## src/rtl/pc_fetch_unit_pkg.sv

```systemverilog
// Shared definitions for the 16-bit pipeline front end: fetch FSM encodings,
// HLT opcode, PC step and the ALU flag bit positions used by branch resolution.
package pc_fetch_unit_pkg;

  localparam logic [3:0]  OPC_HLT = 4'hF;
  localparam logic [15:0] PC_STEP = 16'h0002;

  // Flag register bit positions consumed by branch resolution in ID.
  localparam int FLAG_N = 0;
  localparam int FLAG_Z = 1;
  localparam int FLAG_V = 2;

  typedef enum logic [1:0] {
    ST_BOOT   = 2'd0,
    ST_FETCH  = 2'd1,
    ST_HALTED = 2'd2
  } fetch_state_t;

  function automatic logic is_hlt(input logic [15:0] instr, input logic [3:0] opc);
    return instr[15:12] == opc;
  endfunction

endpackage

```

## src/rtl/pc_fetch_unit_if.sv

```systemverilog
// Instruction-memory fetch bus: request/address out, ready/read data back.
interface pc_fetch_unit_if;

  logic        imem_req;
  logic [15:0] imem_addr;
  logic        imem_ready;
  logic [15:0] imem_rdata;

  modport master (
    output imem_req,
    output imem_addr,
    input  imem_ready,
    input  imem_rdata
  );

  modport slave (
    input  imem_req,
    input  imem_addr,
    output imem_ready,
    output imem_rdata
  );

endinterface

```

## src/rtl/pc_fetch_unit_addsub.sv

```systemverilog
// Shared 16-bit adder/subtractor; result wraps modulo 2^16 and sat flags
// signed overflow for callers that want to saturate.
module addsub_16bit (
  input  logic [15:0] a,
  input  logic [15:0] b,
  input  logic        sub,
  output logic [15:0] y,
  output logic        sat
);

  logic [15:0] b_eff;

  assign b_eff = sub ? ~b : b;
  assign y     = a + b_eff + {15'b0, sub};
  assign sat   = (a[15] == b_eff[15]) && (y[15] != a[15]);

endmodule

```

## src/rtl/pc_fetch_unit.sv

```systemverilog
// Owns the architectural PC: issues word fetches over the imem bus, fills the
// IF/ID slot, applies ID redirects and hazard stalls, and stops on HLT.
module pc_fetch_unit #(
  parameter logic [15:0] RESET_PC = 16'h0000,
  parameter logic [3:0]  OPC_HLT  = pc_fetch_unit_pkg::OPC_HLT
) (
  input  logic                    clk,
  input  logic                    rst_n,
  input  logic                    stall,
  input  logic                    redirect_valid,
  input  logic [15:0]             redirect_pc,
  pc_fetch_unit_if.master         imem,
  output logic                    if_valid,
  output logic [15:0]             if_instr,
  output logic [15:0]             if_pc_plus2,
  output logic                    flush,
  output logic                    halted
);

  import pc_fetch_unit_pkg::*;

  fetch_state_t state_q, state_d;
  logic [15:0]  pc_q, pc_d;
  logic [15:0]  pc_inc;
  logic         pc_inc_sat_unused;
  logic         if_valid_q, if_valid_d;
  logic [15:0]  if_instr_q, if_instr_d;
  logic [15:0]  if_pc_plus2_q, if_pc_plus2_d;
  logic         flush_q, flush_d;

  addsub_16bit u_pc_inc (
    .a   (pc_q),
    .b   (PC_STEP),
    .sub (1'b0),
    .y   (pc_inc),
    .sat (pc_inc_sat_unused)
  );

  assign imem.imem_req  = (state_q == ST_FETCH) && !stall;
  assign imem.imem_addr = pc_q;
  assign if_valid       = if_valid_q;
  assign if_instr       = if_instr_q;
  assign if_pc_plus2    = if_pc_plus2_q;
  assign flush          = flush_q;
  assign halted         = (state_q == ST_HALTED);

  always_ff @(posedge clk or negedge rst_n) begin
    if (!rst_n) begin
      state_q       <= ST_BOOT;
      pc_q          <= RESET_PC;
      if_valid_q    <= 1'b0;
      if_instr_q    <= 16'h0000;
      if_pc_plus2_q <= RESET_PC;
      flush_q       <= 1'b0;
    end else begin
      state_q       <= state_d;
      pc_q          <= pc_d;
      if_valid_q    <= if_valid_d;
      if_instr_q    <= if_instr_d;
      if_pc_plus2_q <= if_pc_plus2_d;
      flush_q       <= flush_d;
    end
  end

  // Redirect beats stall beats completion; a redirect also revives a halted front end.
  always_comb begin
    state_d       = state_q;
    pc_d          = pc_q;
    if_valid_d    = if_valid_q;
    if_instr_d    = if_instr_q;
    if_pc_plus2_d = if_pc_plus2_q;
    flush_d       = 1'b0;

    case (state_q)
      ST_BOOT: begin
        state_d = ST_FETCH;
      end
      ST_FETCH, ST_HALTED: begin
        if (redirect_valid) begin
          pc_d       = redirect_pc;
          if_valid_d = 1'b0;
          flush_d    = 1'b1;
          state_d    = ST_FETCH;
        end else if (stall) begin
          state_d = state_q;
        end else if (state_q == ST_FETCH) begin
          if (imem.imem_ready) begin
            if_valid_d    = 1'b1;
            if_instr_d    = imem.imem_rdata;
            if_pc_plus2_d = pc_inc;
            pc_d          = pc_inc;
            if (is_hlt(imem.imem_rdata, OPC_HLT)) begin
              state_d = ST_HALTED;
            end
          end else begin
            if_valid_d = 1'b0;
          end
        end else begin
          if_valid_d = 1'b0;
        end
      end
      default: begin
        state_d = ST_BOOT;
      end
    endcase
  end

endmodule

```

## src/flat_wrapper.sv

```systemverilog
// flat-port wrapper written by rule: the top's interface ports become plain ports
module pc_fetch_unit_flat import pc_fetch_unit_pkg::*;
#(
  parameter logic [15:0] RESET_PC = 16'h0000,
  parameter logic [3:0]  OPC_HLT  = pc_fetch_unit_pkg::OPC_HLT
)
  (clk, rst_n, stall, redirect_valid, redirect_pc, if_valid, if_instr, if_pc_plus2, flush, halted, imem_imem_req, imem_imem_addr, imem_imem_ready, imem_imem_rdata);
  pc_fetch_unit_if imem_i ();
  input  logic clk;
  input  logic rst_n;
  input  logic stall;
  input  logic redirect_valid;
  input  logic [15:0] redirect_pc;
  output logic if_valid;
  output logic [15:0] if_instr;
  output logic [15:0] if_pc_plus2;
  output logic flush;
  output logic halted;
  output wire logic [$bits(imem_i.imem_req)-1:0] imem_imem_req;
  output wire logic [$bits(imem_i.imem_addr)-1:0] imem_imem_addr;
  input wire logic [$bits(imem_i.imem_ready)-1:0] imem_imem_ready;
  input wire logic [$bits(imem_i.imem_rdata)-1:0] imem_imem_rdata;
  assign imem_imem_req = imem_i.imem_req;
  assign imem_imem_addr = imem_i.imem_addr;
  assign imem_i.imem_ready = imem_imem_ready;
  assign imem_i.imem_rdata = imem_imem_rdata;
  pc_fetch_unit #(.RESET_PC(RESET_PC), .OPC_HLT(OPC_HLT)) u_core (.clk(clk), .rst_n(rst_n), .stall(stall), .redirect_valid(redirect_valid), .redirect_pc(redirect_pc), .imem(imem_i), .if_valid(if_valid), .if_instr(if_instr), .if_pc_plus2(if_pc_plus2), .flush(flush), .halted(halted));
endmodule
```

## config.mk

```make
export PLATFORM = sky130hd
export DESIGN_NAME = pc_fetch_unit_flat
export DESIGN_NICKNAME = d
export VERILOG_FILES = /design/src/rtl/pc_fetch_unit_pkg.sv /design/src/rtl/pc_fetch_unit_if.sv /design/src/rtl/pc_fetch_unit_addsub.sv /design/src/rtl/pc_fetch_unit.sv /design/src/flat_wrapper.sv
export SDC_FILE = /design/constraint.sdc
export NUM_CORES = 1
export LEC_CHECK = 0
export BUFFER_PORTS_ARGS = -buffer_cell sky130_fd_sc_hd__buf_2
export CORE_ASPECT_RATIO = 0.7
export CORE_MARGIN = 2
export CORE_UTILIZATION = 50
export CTS_CLUSTER_SIZE = 24
export DETAILED_ROUTE_END_ITERATION = 12
export PLACE_DENSITY = 0.8
export SLEW_MARGIN = 20
export SYNTH_ARGS = -nofsm -noshare
export SYNTH_HDL_FRONTEND = slang
export SYNTH_SLANG_ARGS = --single-unit
export TNS_END_PERCENT = 20
```

## constraint.sdc

```tcl
create_clock -name clk -period 2.1 [get_ports clk]
set_input_delay 0.105 -clock clk [delete_from_list [all_inputs] [get_ports clk]]
set_output_delay 0.105 -clock clk [all_outputs]
set_load 0.1 [all_outputs]
```

### Word level (Yosys, flattened, before mapping)

Index checks and enable logic that the tools add are counted.

* add/sub/neg operators: 1
* equal/unequal tests: 8
* mux-type cells: 16
* bitwise gates (word level): 2
* reductions and logical operators: 10

Operators with widths (number)
* $mux 16: 4
* $add 16x2->16 const B: 1
* $mux 2: 5
* $reduce_and 4->1: 2
* $mux 1: 6
* $ne 3x2->1 const B: 2
* $ne 3x3->1 const B: 2
* $reduce_and 5->1: 1
* $eq 4x4->1 const B: 1
* $pmux 2 s2: 1
* $reduce_bool 2->1: 2
* $eq 2x1->1 const B: 1
* $eq 2x2->1 const B: 1
* $logic_not 2->1: 1
* $ne 2x1->1 const B: 1
* $not 1->1: 2
* $reduce_and 2->1: 1
* $reduce_or 2->1: 1
* $logic_and 1x1->1: 1
* $logic_not 1->1: 1

* bits in registers: 52
* word-level logic and storage cells: 43

### Logic depth before layout (Yosys ltp)

* word-level depth: 7
* gate-level depth with buffers: 8
* gate-level depth less buffers: 6

### Hierarchy

Synthesis repeated with hierarchy kept, for this count alone.

* cells, all modules: 282
* area, all modules: 3424.5 um2

By module, submodules not included
* pc_fetch_unit: times used 1, cells an instance 149, area an instance 2434.8 um2, seq. area each 1301.2 um2
* addsub_16bit: times used 1, cells an instance 133, area an instance 989.7 um2, seq. area each 0.0 um2

### Worst setup path before layout

No wires, ideal clock.

* kind: reg-to-reg
* start: register u_core.state_q[1]
* end: register u_core.if_instr_q[10] (netlist: u_core.if_instr[10])
* arrival: 2.487 ns
* required time: 1.975 ns
* setup slack: -0.513 ns
* stages on the path, launching flop included: 8
* clock period less this slack: 2.613 ns
* cells stage by stage: dfrtp_1 inv_1 ha_1 nor2b_2 and3_1 buf_2 buf_2 mux2_2

* word-level cells in the longest chain between the ends: 3

RTL lines
* from (decl): RTL line pc_fetch_unit.sv:22 `fetch_state_t state_q, state_d;`
* from (signal assigned): RTL line pc_fetch_unit.sv:56 `state_q <= state_d;`
* $eq 2x2->1 or $eq 2x1->1 (tied branches): RTL line pc_fetch_unit.sv:74, pc_fetch_unit.sv:86
* $reduce_or 2->1: RTL line pc_fetch_unit.sv:74 `case (state_q)`
* $reduce_and 5->1 (no line) (*)
* to (signal assigned): RTL line pc_fetch_unit.sv:59 `if_instr_q <= if_instr_d;`
* to (decl): RTL line pc_fetch_unit.sv:27 `logic [15:0] if_instr_q, if_instr_d;`

Mark *: on every way between the ends. The rest lies on a longest branch, timed or not.
A chain may end at the register's enable or synchronous reset.

### Final worst setup path

* start: register u_core.state_q[1]
* end: register u_core.if_instr_q[9] (netlist: u_core.if_instr[9])

The elaborated chain is that of the path after synthesis.

==> summary.txt <==
Clocking
  – CTS tree: done
  – Max clock buf depth: 2
  – Clk root buf: clkbuf_8
  – Total CTS buffers: 5
  – TritonCTS Sinks: 52
  – Clock slew at reported path FFs: 0.10 ns
  – H-Tree Depth: 2
  – Clock Latency Late Sink: 0.31 ns

STA
  – Final setup viols: 0
  – Actual slew at the worst max-slew pin: ~0.65 ns
  – Tcrit/Tclk final: 93.2%
  – Final Hold Viols: 0
  – Minimum clock period: between 1.5 and 2 ns
  – TNS Setup: 0 ns
  – Clock Skew: 0.00611 ns
  – Fin worst setup slack: 0.143 ns
  – Fmax: 511 MHz
  – Max-Slew Margin vs Limit: 56.8%
  – Fin. max-slew vios: 0
  – Hold slack: 0.0153 ns

Yosys
  – XOR/XNOR Fraction of Synth Area: 4.01%
  – Netlist cell types: 44
  – Largest family of logic cells by synthesized area: simple AND/OR/NAND/NOR gates
  – Simple-Gate Fraction of Synth Area: 16.0%
  – Seq/Total Area, Yosys: 49.6%
  – Post-synthesis mux area share: 9.36%
  – Yosys reg bits: 52
  – Mapped Area: 2620 sq um
  – Complex-gate fraction of the synthesized area: 13.6%
  – Synth Area in Adders: 2.86%
  – Mapped Nets: ~290
  – Syn Inst Count: 246
  – Mean Syn Cell Area: 10.7 sq um
  – Syn. warnings: 0

Routing
  – WL final: 6200 microns
  – DR vias: 2,174
  – Routed WL per cell: 15.1 microns
  – Drt drc: 0
  – Pre-antenna DRT Iters: 4
  – Vias/cell: between 5 and 6
  – Drt initial violations: 101
  – Final ANT Viol Nets: 0

Hold path
  – Min-Delay Path Class: in -> reg

Cells and area
  – Nets: 380
  – Fillers: 448
  – Area Growth Syn to Fin: 27.8%
  – Final core occ: 65.1%
  – Antenna Cells: 0
  – Share of cells above drive strength 1: between 40% and 50%

Global routing
  – Largest net degree at the start of global routing: 53
  – GRT Residual Overflow: 0
  – Vias in the first global route: 2,035
  – Overall global routing resource usage: a little over a fifth
  – First-pass GRT wire length: 10,100 microns
  – Antenna violations before repair: 0

Floorplanning
  – Io pins: 89
  – CORE AREA: around 5000 sq um
  – Initial Util: between 50% and 60%
  – Die H: 64.6 microns
  – Area of the die: 5850 sq um
  – Die W: about 90 microns
  – # rows: 22

Worst setup path
  – Crit start category: register
  – Req. time, crit path: roughly 2.3 ns
  – Worst-path maximum fanout: 19
  – Worst Path Arrival: 2.16 ns
  – CP endpoint kind: register
  – Setup Crit Path Kind: reg -> reg

Placed design
  – Pre-CTS setup slack: 0.0856 ns
  – Post-detail-place hpwl: 4510 microns
  – Gpl congestion: 0.849
  – IO buf count: 88

Run status
  – Status: completed

Run
  – Max Cap Violations: 0
## flip-flops by register name, indices dropped and copies added, names as in the netlist
name	flops
u_core.flush	1
u_core.if_instr	16
u_core.if_pc_plus2	16
u_core.if_valid	1
u_core.imem.imem_addr	16
u_core.state_q	2
## cell families after synthesis
family / Yosys count
xor gates and xnor gates: 12
buffers and inverters: 28
DFF: 52
muxes: 22
and+or+nand+nor: 72
AOI/OAI and AO/OA: 54
adders and majority gates: 6
## synthesized netlist by cell type (all sizes together)
| library cell | instances | area share, % |
|---|---|---|
| mux2i | 2 | 0.76 |
| o2bb2a | 1 | 0.38 |
| clkbuf | 7 | 1.0 |
| nor2 | 25 | 3.6 |
| dfrtp | 52 | 50 |
| nand3b | 1 | 0.29 |
| nor4 | 3 | 1.5 |
| nand2 | 7 | 1.0 |
| a31oi | 3 | 1.3 |
| mux2 | 20 | 8.6 |
| xor2 | 2 | 0.67 |
| o21ai | 11 | 2.1 |
| nand3 | 11 | 2.1 |
| o21a | 2 | 0.57 |
| nor2b | 2 | 0.57 |
| buf | 10 | 2.0 |
| inv | 11 | 1.6 |
| or3 | 2 | 0.67 |
| o2bb2ai | 4 | 1.3 |
| o32ai | 1 | 0.33 |
| a22oi | 2 | 0.57 |
| o22a | 2 | 0.67 |
| and2 | 1 | 0.24 |
| a31o | 1 | 0.33 |
| nor3b | 1 | 0.29 |
| ha | 6 | 2.9 |
| o311ai | 5 | 1.7 |
| a21oi | 21 | 4.0 |
| and3 | 9 | 2.1 |
| nand4 | 6 | 2.2 |
| a21o | 1 | 0.29 |
| nor3 | 4 | 1.3 |
| xnor2 | 10 | 3.3 |
## path summary, 6_finish.rpt
path | start | to | slack, ns | depth (start not counted)
max | u_core.state_q[1] | u_core.if_instr[9] | 0.14 | 6
min | imem_imem_rdata[0] | u_core.if_instr[0] | 0.02 | 2
max in group asynchronous | rst_n | u_core.imem.imem_addr[1] | 1.19 | 3
min reg2reg | u_core.if_pc_plus2[1] | u_core.if_pc_plus2[1] | 0.49 | 1
max reg2reg | u_core.state_q[1] | u_core.if_instr[9] | 0.14 | 6
min in group asynchronous | rst_n | u_core.if_instr[5] | 0.43 | 3
## per-stage QoR
| stage | cell area, sq um | instances |
|---|---|---|
| detailed placement | 3200 | 397 |
| global route | 3350 | 410 |
| global placement | 3200 | 397 |
| floorplan | 2680 | 246 |
| finish | 3350 | 410 |
| CTS | 3300 | 406 |
## critical path: stages, from the launching register on
cell and delay, ns:
dfrtp_1 0.42, inv_2 0.08, ha_1 0.31, nor2b_1 0.22, and3_4 0.28, buf_12 0.19, mux2_2 0.35
## cells in the final DEF (no fill, tap or decap), types with 7 or more instances in the layout
master	instances
dfrtp_1	50
a21oi_1	21
mux2_4	8
mux2_2	12
and3_1	8
inv_1	10
nand2_1	7
o21ai_0	10
buf_4	10
nor2_1	25
xnor2_1	10
nand3_1	11
buf_2	88
## metal layers
| layer | wire [microns] | global-route usage [%] |
|---|---|---|
| met5 | 0 | 0 |
| met4 | 45 | 4.62 |
| met3 | 437 | 4.77 |
| met1 | 3030 | 32.9 |
| met2 | 2690 | 32.5 |
## timing repair
item / 4_1_cts / 5_1_grt
endpoints found under the setup margin: 0 / 16
buffers inserted: 0 / 3
hold buffers: 1 / 0
endpoints found under the hold margin: 52 / 0
resized for setup: 0 / 2
## area by class of cell
| cell class | instances | area [sq um] | share of cell area [%] |
|---|---|---|---|
| flip-flops and latches | 52 | 1300 | 38.9 |
| clock inverters | 3 | 22.5 | 0.672 |
| repair buffers | 101 | 571 | 17.0 |
| well taps | 72 | 90.1 | 2.69 |
| multi-input cells | 166 | 1250 | 37.4 |
| clock buffers | 5 | 68.8 | 2.05 |
| inverters | 11 | 41.3 | 1.23 |
Power is left out: the tool's default activity adds up to more than one toggle a clock period on the data nets, which glitch-free logic cannot reach.
